## config.mk

```make
export PLATFORM = sky130hd
export DESIGN_NAME = pipe_alu_flat
export DESIGN_NICKNAME = d
export VERILOG_FILES = /design/src/rtl/pipe_alu_pkg.sv /design/src/rtl/pipe_alu_if.sv /design/src/rtl/pipe_alu_core.sv /design/src/rtl/pipe_alu.sv /design/src/flat_wrapper.sv
export SDC_FILE = /design/constraint.sdc
export NUM_CORES = 1
export LEC_CHECK = 0
export ABC_AREA = 1
export CORE_MARGIN = 2
export CORE_UTILIZATION = 60
export CTS_BUF_LIST = sky130_fd_sc_hd__clkbuf_4 sky130_fd_sc_hd__clkbuf_8 sky130_fd_sc_hd__clkbuf_16
export DETAILED_ROUTE_END_ITERATION = 10
export GPL_ROUTABILITY_DRIVEN = 1
export PLACE_DENSITY = 0.94
export REMOVE_ABC_BUFFERS = 1
export SLEW_MARGIN = 20
export SYNTH_ARGS = -nofsm -noshare
export SYNTH_HDL_FRONTEND = slang
export SYNTH_SLANG_ARGS = --single-unit
export TNS_END_PERCENT = 5
```

## constraint.sdc

```tcl
create_clock -name clk -period 3.89 [get_ports clk]
set_input_delay 0.778 -clock clk [delete_from_list [all_inputs] [get_ports clk]]
set_output_delay 0.778 -clock clk [all_outputs]
set_load 0.02 [all_outputs]
```

## src/rtl/pipe_alu_pkg.sv

```systemverilog
// Shared types for the pipelined ALU.
//   alu_op_e    : 4-bit opcode encoding
//   alu_flags_t : status flags {n,z,c,v}
//   OP_W        : opcode width
package alu_pkg;

    localparam int OP_W = 4;

    typedef enum logic [OP_W-1:0] {
        OP_ADD   = 4'd0,
        OP_SUB   = 4'd1,
        OP_SLL   = 4'd2,
        OP_SRL   = 4'd3,
        OP_AND   = 4'd4,
        OP_OR    = 4'd5,
        OP_XOR   = 4'd6,
        OP_EQ    = 4'd7,
        OP_SRA   = 4'd8,
        OP_SLT   = 4'd9,
        OP_SLTU  = 4'd10,
        OP_MIN   = 4'd11,
        OP_MAX   = 4'd12,
        OP_PASSB = 4'd13,
        OP_RSV14 = 4'd14,
        OP_RSV15 = 4'd15
    } alu_op_e;

    typedef struct packed {
        logic n;
        logic z;
        logic c;
        logic v;
    } alu_flags_t;

endpackage

```

## src/rtl/pipe_alu_if.sv

```systemverilog
// Command/result bus of pipe_alu.
//   command side : in_valid_i, in_ready_o, a_i, b_i, op_i, acc_sel_i
//   result side  : out_valid_o, out_ready_i, res_o, flags_o
// slave modport is the ALU, master modport the driver/consumer.
interface pipe_alu_if
    import alu_pkg::*;
#(
    parameter int WIDTH = 8
);
    logic             in_valid_i;
    logic             in_ready_o;
    logic [WIDTH-1:0] a_i;
    logic [WIDTH-1:0] b_i;
    alu_op_e          op_i;
    logic             acc_sel_i;
    logic             out_valid_o;
    logic             out_ready_i;
    logic [WIDTH-1:0] res_o;
    alu_flags_t       flags_o;

    modport slave (
        input  in_valid_i, a_i, b_i, op_i, acc_sel_i, out_ready_i,
        output in_ready_o, out_valid_o, res_o, flags_o
    );

    modport master (
        output in_valid_i, a_i, b_i, op_i, acc_sel_i, out_ready_i,
        input  in_ready_o, out_valid_o, res_o, flags_o
    );
endinterface

```

## src/rtl/pipe_alu_core.sv

```systemverilog
// Combinational ALU datapath.
//   a, b  : operands
//   op    : opcode
//   res   : result (modulo 2^WIDTH)
//   flags : {n,z,c,v}; c/v only meaningful for ADD, SUB and shifts
module alu_core
    import alu_pkg::*;
#(
    parameter  int WIDTH = 8,
    localparam int SHW   = $clog2(WIDTH)
) (
    input  logic [WIDTH-1:0] a,
    input  logic [WIDTH-1:0] b,
    input  alu_op_e          op,
    output logic [WIDTH-1:0] res,
    output alu_flags_t       flags
);

    logic [SHW-1:0] sh;
    logic [WIDTH:0] sum;
    logic           cflag;
    logic           vflag;
    logic           reserved;

    always_comb begin
        sh       = b[SHW-1:0];
        sum      = '0;
        res      = '0;
        cflag    = 1'b0;
        vflag    = 1'b0;
        reserved = 1'b0;
        case (op)
            OP_ADD: begin
                sum   = {1'b0, a} + {1'b0, b};
                res   = sum[WIDTH-1:0];
                cflag = sum[WIDTH];
                vflag = (a[WIDTH-1] == b[WIDTH-1]) && (res[WIDTH-1] != a[WIDTH-1]);
            end
            OP_SUB: begin
                // carry-out of a + ~b + 1 is the "no borrow" (a >= b) indication
                sum   = {1'b0, a} + {1'b0, ~b} + (WIDTH+1)'(1);
                res   = sum[WIDTH-1:0];
                cflag = sum[WIDTH];
                vflag = (a[WIDTH-1] != b[WIDTH-1]) && (res[WIDTH-1] != a[WIDTH-1]);
            end
            // one guard bit beside the operand catches the last bit shifted out;
            // it stays 0 for a zero shift
            OP_SLL:   {cflag, res} = {1'b0, a} << sh;
            OP_SRL:   {res, cflag} = {a, 1'b0} >> sh;
            OP_SRA:   {res, cflag} = $signed({a, 1'b0}) >>> sh;
            OP_AND:   res = a & b;
            OP_OR:    res = a | b;
            OP_XOR:   res = a ^ b;
            OP_EQ:    res = WIDTH'(a == b);
            OP_SLT:   res = WIDTH'($signed(a) < $signed(b));
            OP_SLTU:  res = WIDTH'(a < b);
            OP_MIN:   res = ($signed(a) < $signed(b)) ? a : b;
            OP_MAX:   res = ($signed(a) < $signed(b)) ? b : a;
            OP_PASSB: res = b;
            default:  reserved = 1'b1;
        endcase

        flags.n = res[WIDTH-1];
        flags.z = (res == '0);
        flags.c = cflag;
        flags.v = vflag;
        // reserved opcodes report all-zero flags, including z
        if (reserved) begin
            flags = '0;
        end
    end

endmodule

```

## src/rtl/pipe_alu.sv

```systemverilog
// Two-stage pipelined ALU with valid/ready handshakes and accumulator chaining.
//   clk     : clock, rising edge
//   reset_n : asynchronous active-low reset
//   bus     : pipe_alu_if.slave (command in, result out)
// S1 holds the accepted operands, S2 holds the computed result/flags that
// drive the outputs directly.
module pipe_alu
    import alu_pkg::*;
#(
    parameter int WIDTH = 8
) (
    input  logic         clk,
    input  logic         reset_n,
    pipe_alu_if.slave    bus
);

    logic             s1_valid;
    logic [WIDTH-1:0] s1_a;
    logic [WIDTH-1:0] s1_b;
    alu_op_e          s1_op;
    logic             s2_valid;
    logic [WIDTH-1:0] s2_res;
    alu_flags_t       s2_flags;
    logic [WIDTH-1:0] acc;

    logic             s2_load;
    logic             s1_load;
    logic             interlock;
    logic             in_ready;
    logic             accept;
    logic [WIDTH-1:0] core_res;
    alu_flags_t       core_flags;

    alu_core #(.WIDTH(WIDTH)) u_core (
        .a     (s1_a),
        .b     (s1_b),
        .op    (s1_op),
        .res   (core_res),
        .flags (core_flags)
    );

    always_comb begin
        s2_load   = !s2_valid || bus.out_ready_i;
        s1_load   = !s1_valid || s2_load;
        // a chained command must wait for every older result to reach acc
        interlock = bus.in_valid_i && bus.acc_sel_i && (s1_valid || s2_valid);
        in_ready  = reset_n && s1_load && !interlock;
        accept    = bus.in_valid_i && in_ready;
    end

    always_comb begin
        bus.in_ready_o  = in_ready;
        bus.out_valid_o = s2_valid;
        bus.res_o       = s2_res;
        bus.flags_o     = s2_flags;
    end

    always_ff @(posedge clk or negedge reset_n) begin
        if (!reset_n) begin
            s1_valid <= 1'b0;
            s1_a     <= '0;
            s1_b     <= '0;
            s1_op    <= OP_ADD;
        end else if (s1_load) begin
            s1_valid <= accept;
            if (accept) begin
                s1_a  <= bus.acc_sel_i ? acc : bus.a_i;
                s1_b  <= bus.b_i;
                s1_op <= bus.op_i;
            end
        end
    end

    always_ff @(posedge clk or negedge reset_n) begin
        if (!reset_n) begin
            s2_valid <= 1'b0;
            s2_res   <= '0;
            s2_flags <= '0;
        end else if (s2_load) begin
            s2_valid <= s1_valid;
            if (s1_valid) begin
                s2_res   <= core_res;
                s2_flags <= core_flags;
            end
        end
    end

    always_ff @(posedge clk or negedge reset_n) begin
        if (!reset_n) begin
            acc <= '0;
        end else if (s2_valid && bus.out_ready_i) begin
            acc <= s2_res;
        end
    end

endmodule
```

## src/flat_wrapper.sv

```systemverilog
// flat-port wrapper written by rule: the top's interface ports become plain ports
module pipe_alu_flat import alu_pkg::*;
#(
    parameter int WIDTH = 8
)
  (clk, reset_n, bus_in_valid_i, bus_a_i, bus_b_i, bus_op_i, bus_acc_sel_i, bus_out_ready_i, bus_in_ready_o, bus_out_valid_o, bus_res_o, bus_flags_o);
  pipe_alu_if #(.WIDTH(WIDTH)) bus_i ();
  input  logic clk;
  input  logic reset_n;
  input wire logic [$bits(bus_i.in_valid_i)-1:0] bus_in_valid_i;
  input wire logic [$bits(bus_i.a_i)-1:0] bus_a_i;
  input wire logic [$bits(bus_i.b_i)-1:0] bus_b_i;
  input wire logic [$bits(bus_i.op_i)-1:0] bus_op_i;
  input wire logic [$bits(bus_i.acc_sel_i)-1:0] bus_acc_sel_i;
  input wire logic [$bits(bus_i.out_ready_i)-1:0] bus_out_ready_i;
  output wire logic [$bits(bus_i.in_ready_o)-1:0] bus_in_ready_o;
  output wire logic [$bits(bus_i.out_valid_o)-1:0] bus_out_valid_o;
  output wire logic [$bits(bus_i.res_o)-1:0] bus_res_o;
  output wire logic [$bits(bus_i.flags_o)-1:0] bus_flags_o;
  assign bus_i.in_valid_i = bus_in_valid_i;
  assign bus_i.a_i = bus_a_i;
  assign bus_i.b_i = bus_b_i;
  assign bus_i.op_i = bus_op_i;
  assign bus_i.acc_sel_i = bus_acc_sel_i;
  assign bus_i.out_ready_i = bus_out_ready_i;
  assign bus_in_ready_o = bus_i.in_ready_o;
  assign bus_out_valid_o = bus_i.out_valid_o;
  assign bus_res_o = bus_i.res_o;
  assign bus_flags_o = bus_i.flags_o;
  pipe_alu #(.WIDTH(WIDTH)) u_core (.clk(clk), .reset_n(reset_n), .bus(bus_i));
endmodule
```

---- Word level (Yosys, flattened, before mapping) ----
Index checks and enable logic that the tools add are counted.
operators by class
  add/subtract/negate cells ............... 3
  order comparisons ....................... 2
  equality and inequality tests ........... 18
  shifts and indexed selects .............. 3
  mux-type cells .......................... 7
  bitwise gates (word level) .............. 4
  reduce and logical (&&, ||, !) cells .... 19
operator list
  cell                 number
  $pmux 8 s14          1
  $eq 4x4->1 const B   6
  $mux 8               3
  $add 8x8->9          2
  $eq 4x3->1 const B   4
  $lt 8x8->1           2
  $reduce_or 14->1     1
  $add 9x1->9 const B  1
  $shl 8x3->9          1
  $shr 9x3->9          1
  $sshr 9x3->9         1
  $and 8x8->8          1
  $eq 4x2->1 const B   2
  $eq 8x8->1           1
  $logic_and 1x1->1    8
  $logic_not 8->1      1
  $not 8->8            1
  $or 8x8->8           1
  $xor 8x8->8          1
  $pmux 1 s5           1
  $eq 4x1->1 const B   1
  $logic_not 4->1      1
  $mux 4               1
  $reduce_and 2->1     2
  other kinds (5)      11
word-level totals
  register bits after elaboration ......... 42
  bits of input ports ..................... 25
  logic and storage cells ................. 67

---- Depth between registers and ports, before layout ----
  depth after elaboration ................. 7
  depth in mapped cells ................... 21

---- Hierarchy ----
A second synthesis with hierarchy kept.
unflattened totals
  cells, all modules ...................... 667
  area total of the unflattened synthesis .. 4190.3 sq um
by module, submodules not included
  module    instances  cells each  area each (sq um)  sequential area each (sq um)
  alu_core  1          459         2403.6             0.0
  pipe_alu  1          208         1786.7             1051.0

---- Least setup slack after synthesis ----
OpenSTA, ideal clock, no wires.
  path type ............................... reg2reg
  start point ............................. reg u_core.s1_b[2]
  end point ............................... reg u_core.s2_flags (netlist bit u_core.bus.flags_o[2])
  data arrival time ....................... 2.476 ns
  required time ........................... 3.824 ns
  path slack .............................. 1.349 ns
  cell stages (with the launch flop) ...... 21
  period minus slack after synthesis ...... 2.541 ns
  path through ............................ dfrtp_1 -> clkbuf_1 -> inv_1 -> buf_2 -> ha_1 -> buf_2 -> inv_2 -> nand2_1 -> nand2_1 -> nand3_2 -> nand2_2 -> nand2_2 -> nand2_4 -> nand2_1 -> nand3_1 -> nand2_1 -> nor2_1 -> nand2_1 -> nor2_1 -> nand2_1 -> nand2_1
on the way
  word-level cells in the longest chain between the ends .. 6
  elaborated cells on any way between the ends .. 18
  those cells by class .................... add/sub: 3; order compare: 2; eq/ne: 1; shift: 3; mux: 4; bitwise: 4; reduce/logical: 1
ends and longest elaborated chain
  what                    line                 source
  from (decl)             pipe_alu.sv:19       logic [WIDTH-1:0] s1_b;
  from (signal assigned)  pipe_alu.sv:68       s1_b <= bus.b_i;
  $not 8->8               pipe_alu_core.sv:41  sum = {1'b0, a} + {1'b0, ~b} + (WIDTH+1)'(1);
  $add 8x8->9             pipe_alu_core.sv:41
  $add 9x1->9             pipe_alu_core.sv:41
  $pmux 8 s14 *           pipe_alu_core.sv:32  case (op)
  $logic_not 8->1 *       pipe_alu_core.sv:64  flags.z = (res == '0);
  $mux 4 *                pipe_alu_core.sv:68  if (reserved) begin
  to (signal assigned)    pipe_alu.sv:83       s2_flags <= core_flags;
  to (decl)               pipe_alu.sv:23       alu_flags_t s2_flags;
Every way passes the cells marked *; elsewhere a longest branch is shown, timed or not.
A chain may end at the register's enable or synchronous reset.

---- Worst setup path after layout ----
  start point ............................. in bus_out_ready_i
  end point ............................... out bus_in_ready_o
on the way
  word-level cells in the longest chain between the ends .. 4
ends and longest elaborated chain
  what                             line                source
  from (decl)                      flat_wrapper.sv:15  input wire logic [$bits(bus_i.out_ready_i)-1:0] bus_out_ready_i;
  $logic_or 1x1->1                 pipe_alu.sv:43      s2_load = !s2_valid || bus.out_ready_i;
  $logic_or 1x1->1                 pipe_alu.sv:44      s1_load = !s1_valid || s2_load;
  $logic_and 1x1->1 (2 in series)  pipe_alu.sv:47      in_ready = reset_n && s1_load && !interlock;
  to (decl)                        flat_wrapper.sv:16  output wire logic [$bits(bus_i.in_ready_o)-1:0] bus_in_ready_o;
Every way passes these cells.

==> results.json <==
{
  "cp-start-kind": "input pin",
  "placed_area_um2": 4360,
  "grt_pass1_wl_um": 21200,
  "dp_hpwl_um": 10100,
  "path_delay_family": "buffers and inverters",
  "die_w_um": 85.0,
  "criticalPathCategory": "input pin to primary output",
  "p_leak_uw": 0.00230,
  "vdd_ir_drop_max_v": 0.000495,
  "vias": 4560,
  "fp-row-count": 29,
  "cts-hold-fix-buffers": 0,
  "finish.instance_area_um2": 4480,
  "synth_cell_types": 31,
  "drive_above_1_share_pct": 4.86,
  "cpPeakStageDelay_ns": 0.65,
  "dr.pass1.iters": 5,
  "arrival_ns": 2.42,
  "cts_buffers": 5,
  "die_h_um": 85.0,
  "gp_congestion": 0.986,
  "status": "finished clean",
  "grt_antenna_before_repair": 0,
  "wl_um": 13200,
  "timing.rr.start": "u_core.s1_a[0]$_DFFE_PN0P_",
  "start_util_pct": 61.9,
  "cap_violations": 0,
  "cts_tree": "yes",
  "yosysSeqAreaShare_pct": 26.1,
  "place_ws_ns": 0.709,
  "multi_input_area_um2": 2550,
  "nNetsFinal": 730,
  "fmax_mhz": 313,
  "viasPerCell": 6.03,
  "fin_ws_ns": 0.690,
  "cp_slowest_cell": "clkdlybuf4s50_1",
  "grt_overflow": 0,
  "dieArea_um2": 7220,
  "syn_area_per_cell_um2": 6.08,
  "layout_min_cycle_time_ns": 3.20,
  "antenna_cells": 0,
  "clock_latency_ns": 0.31,
  "seq_area_um2": 1030,
  "crit-reg2reg-capture": "u_core.bus.flags_o[2]$_DFFE_PN0P_",
  "min_path_cells": 2,
  "syn_inst": 647,
  "min-delay-path-class": "flop to flop",
  "io_buffer_count": 38,
  "cts_resized": 0,
  "ff2ff_path_depth": 18,
  "cts_num_sinks": 41,
  "coreArea_um2": 6350,
  "drt_iter0_drc": 381,
  "path_clk_slew_ns": 0.08,
  "fin_crit_sh_pct": 82.3,
  "r2r_slack_ns": 0.76,
  "yosysWarningCount": 0,
  "wl_per_cell_um": 17.4,
  "worstSetupEndpointType": "primary output",
  "finalHoldViolations": 0,
  "synthToLayoutAreaGrowth_pct": 13.9,
  "clockBufferDepth": 2,
  "synth-seq-cells": 41,
  "whs_endpoint": "u_core.bus.flags_o[0]$_DFFE_PN0P_",
  "power-per-cell-area_nw_per_um2": 609,
  "grt_pass1_vias": 4155,
  "grt_max_degree": 42,
  "tightest_slew_ns": 0.865,
  "grt_usage_pct": 37.1,
  "hp-start": "u_core.bus.flags_o[0]$_DFFE_PN0P_",
  "drtAntennaViolNets": 0,
  "finish.utilization_pct": 70.5,
  "ioPinCount": 39,
  "finalSetupTns_ns": 0,
  "slew_violations": 0,
  "route.detailed.drc": 0,
  "finalSetupViolCount": 0,
  "rsz0062_at_grt": "false",
  "fill_cells": 563,
  "path_cells": "clkdlybuf4s50_1, inv_1, nand2_1, nor2_1, inv_1, nand2_1, a31oi_1, clkdlybuf4s50_1",
  "postCtsSetupRepairBufs": 0,
  "syn_area_um2": 3930,
  "crit_required_ns": 3.11,
  "crit_fanout": 3,
  "root_buffer": "clkbuf_8",
  "finClkSkew_ns": 0.0127,
  "cts_htree_levels": 2,
  "worst-path-buf-inv": 4,
  "relSlewSlack_pct": 42.3
}
## synth_stat cells
cell type    n  area [µm²]
o21a_1       3        22.5
o21ai_0     49         245
or2_1        1        6.26
clkbuf_1    12        45.0
ha_1        25         313
dfrtp_1     41        1030
nand3_1     62         310
inv_2        3        11.3
buf_4        2        15.0
fa_1         2        40.0
buf_2        8        40.0
o22ai_1      3        18.8
xor2_1       2        17.5
inv_1       60         225
nand2_1    227         852
a21oi_4      1        16.3
o211ai_1    14         105
nand3b_1     1        7.51
nor2_1      69         259
a31oi_1      3        18.8
nand2_2      4        25.0
o21ai_1      2        10.0
a21oi_1     24         120
clkinv_1     3        11.3
inv_4        1        6.26
o21bai_1     1        7.51
nor3_1       8        40.0
nand4_1      9        56.3
or2_2        3        18.8
nand2_4      2        22.5
nand3_2      2        20.0
## worst register-to-register path: stages, from the launching register on
cell and delay [ns]:
dfrtp_1 0.53, inv_1 0.17, ha_1 0.27, fa_1 0.45, inv_1 0.06, nand2_1 0.06, nand2_1 0.16, nand3_2 0.16
nand2_2 0.19, nand2_2 0.13, nand2_4 0.14, nand2_1 0.09, nand3_1 0.09, nand2_1 0.08, nor2_1 0.18, nand2_1 0.09
nor2_1 0.12, nand2_1 0.06, nand2_1 0.05
## routing by layer
layer  global-route usage [%]  part of all wire [%]
met1                     51.3                    42
met2                     60.7                    47
met3                     4.77                   8.9
met4                     11.4                   2.7
met5                        0                     0
## worst max path at each step
stage,from,end,slack (ns),depth (start not counted)
floorplan,u_core.s1_b[1]$_DFFE_PN0P_,u_core.bus.flags_o[2]$_DFFE_PN0P_,1.19,15
global placement,bus_out_ready_i,bus_in_ready_o,0.79,8
detailed placement,bus_out_ready_i,bus_in_ready_o,0.71,8
CTS,bus_out_ready_i,bus_in_ready_o,0.69,8
global route,u_core.s1_a[0]$_DFFE_PN0P_,u_core.bus.flags_o[2]$_DFFE_PN0P_,0.55,18
finish,bus_out_ready_i,bus_in_ready_o,0.69,8
## kinds of logic (layout without fill, tap and decap cells)
kind of cell             count (synthesis)  in the layout  share of synthesized area [%]
AO/OA/AOI/OAI                          100            100                           14.3
XOR/XNOR                                 2              2                          0.446
AND/OR/NAND/NOR                        388            388                           41.1
flip-flops                              41             41                           26.1
adder cells (fa/ha/maj)                 27             27                           8.97
buffers and inverters                   89            121                           9.00
## power breakdown
group,switching [µW],internal [µW],leakage [µW]
Sequential,144,558,0.000510
Combinational,1120,547,0.00173
Clock,162,200,0.0000588
## sequential cells by signal (all words and copies together) (netlist names)
signal,count
u_core.s1_b,8
u_core.bus.out_valid_o,1
u_core.bus.res_o,8
u_core.bus.flags_o,3
u_core.s1_op,4
u_core.s1_valid,1
u_core.acc,8
u_core.s1_a,8
## cells in the final DEF (no fill, tap or decap), types with 2 or more instances in the layout
master / Yosys / routed
clkdlybuf4s50_1: 0 / 37
nand4_1: 9 / 9
o21a_1: 3 / 3
fa_1: 2 / 2
nor3_1: 8 / 8
a21oi_1: 24 / 24
a31oi_1: 3 / 3
o21ai_0: 49 / 49
nand2_2: 4 / 4
inv_1: 60 / 60
o211ai_1: 14 / 14
nor2_1: 69 / 69
nand2_1: 227 / 227
ha_1: 25 / 25
nand3_2: 2 / 2
dfrtp_1: 41 / 41
o21ai_1: 2 / 2
xor2_1: 2 / 2
or2_2: 3 / 3
o22ai_1: 3 / 3
inv_2: 3 / 3
nand2_4: 2 / 2
buf_4: 2 / 8
clkbuf_8: 0 / 5
nand3_1: 62 / 62
clkinv_1: 3 / 3
## area by class of cell
cell class	count	area share (%)
sequential	41	22.9
clock buffer	6	1.70
timing repair buffer	46	9.72
multi-input combinational	517	57.0
clock inverter	2	0.866
tap	77	2.15
inverter	67	5.67
## through the flow
stage                     power [µW]  std cells  hold slack [ns]
after floorplan                 1770        625            0.453
final                           2730        756            0.494
after global routing            2920        756            0.538
after detailed placement        2310        748            0.473
after global placement          2250        748            0.466
after CTS                       2670        756            0.494
(Power assumes the default switching activity.)
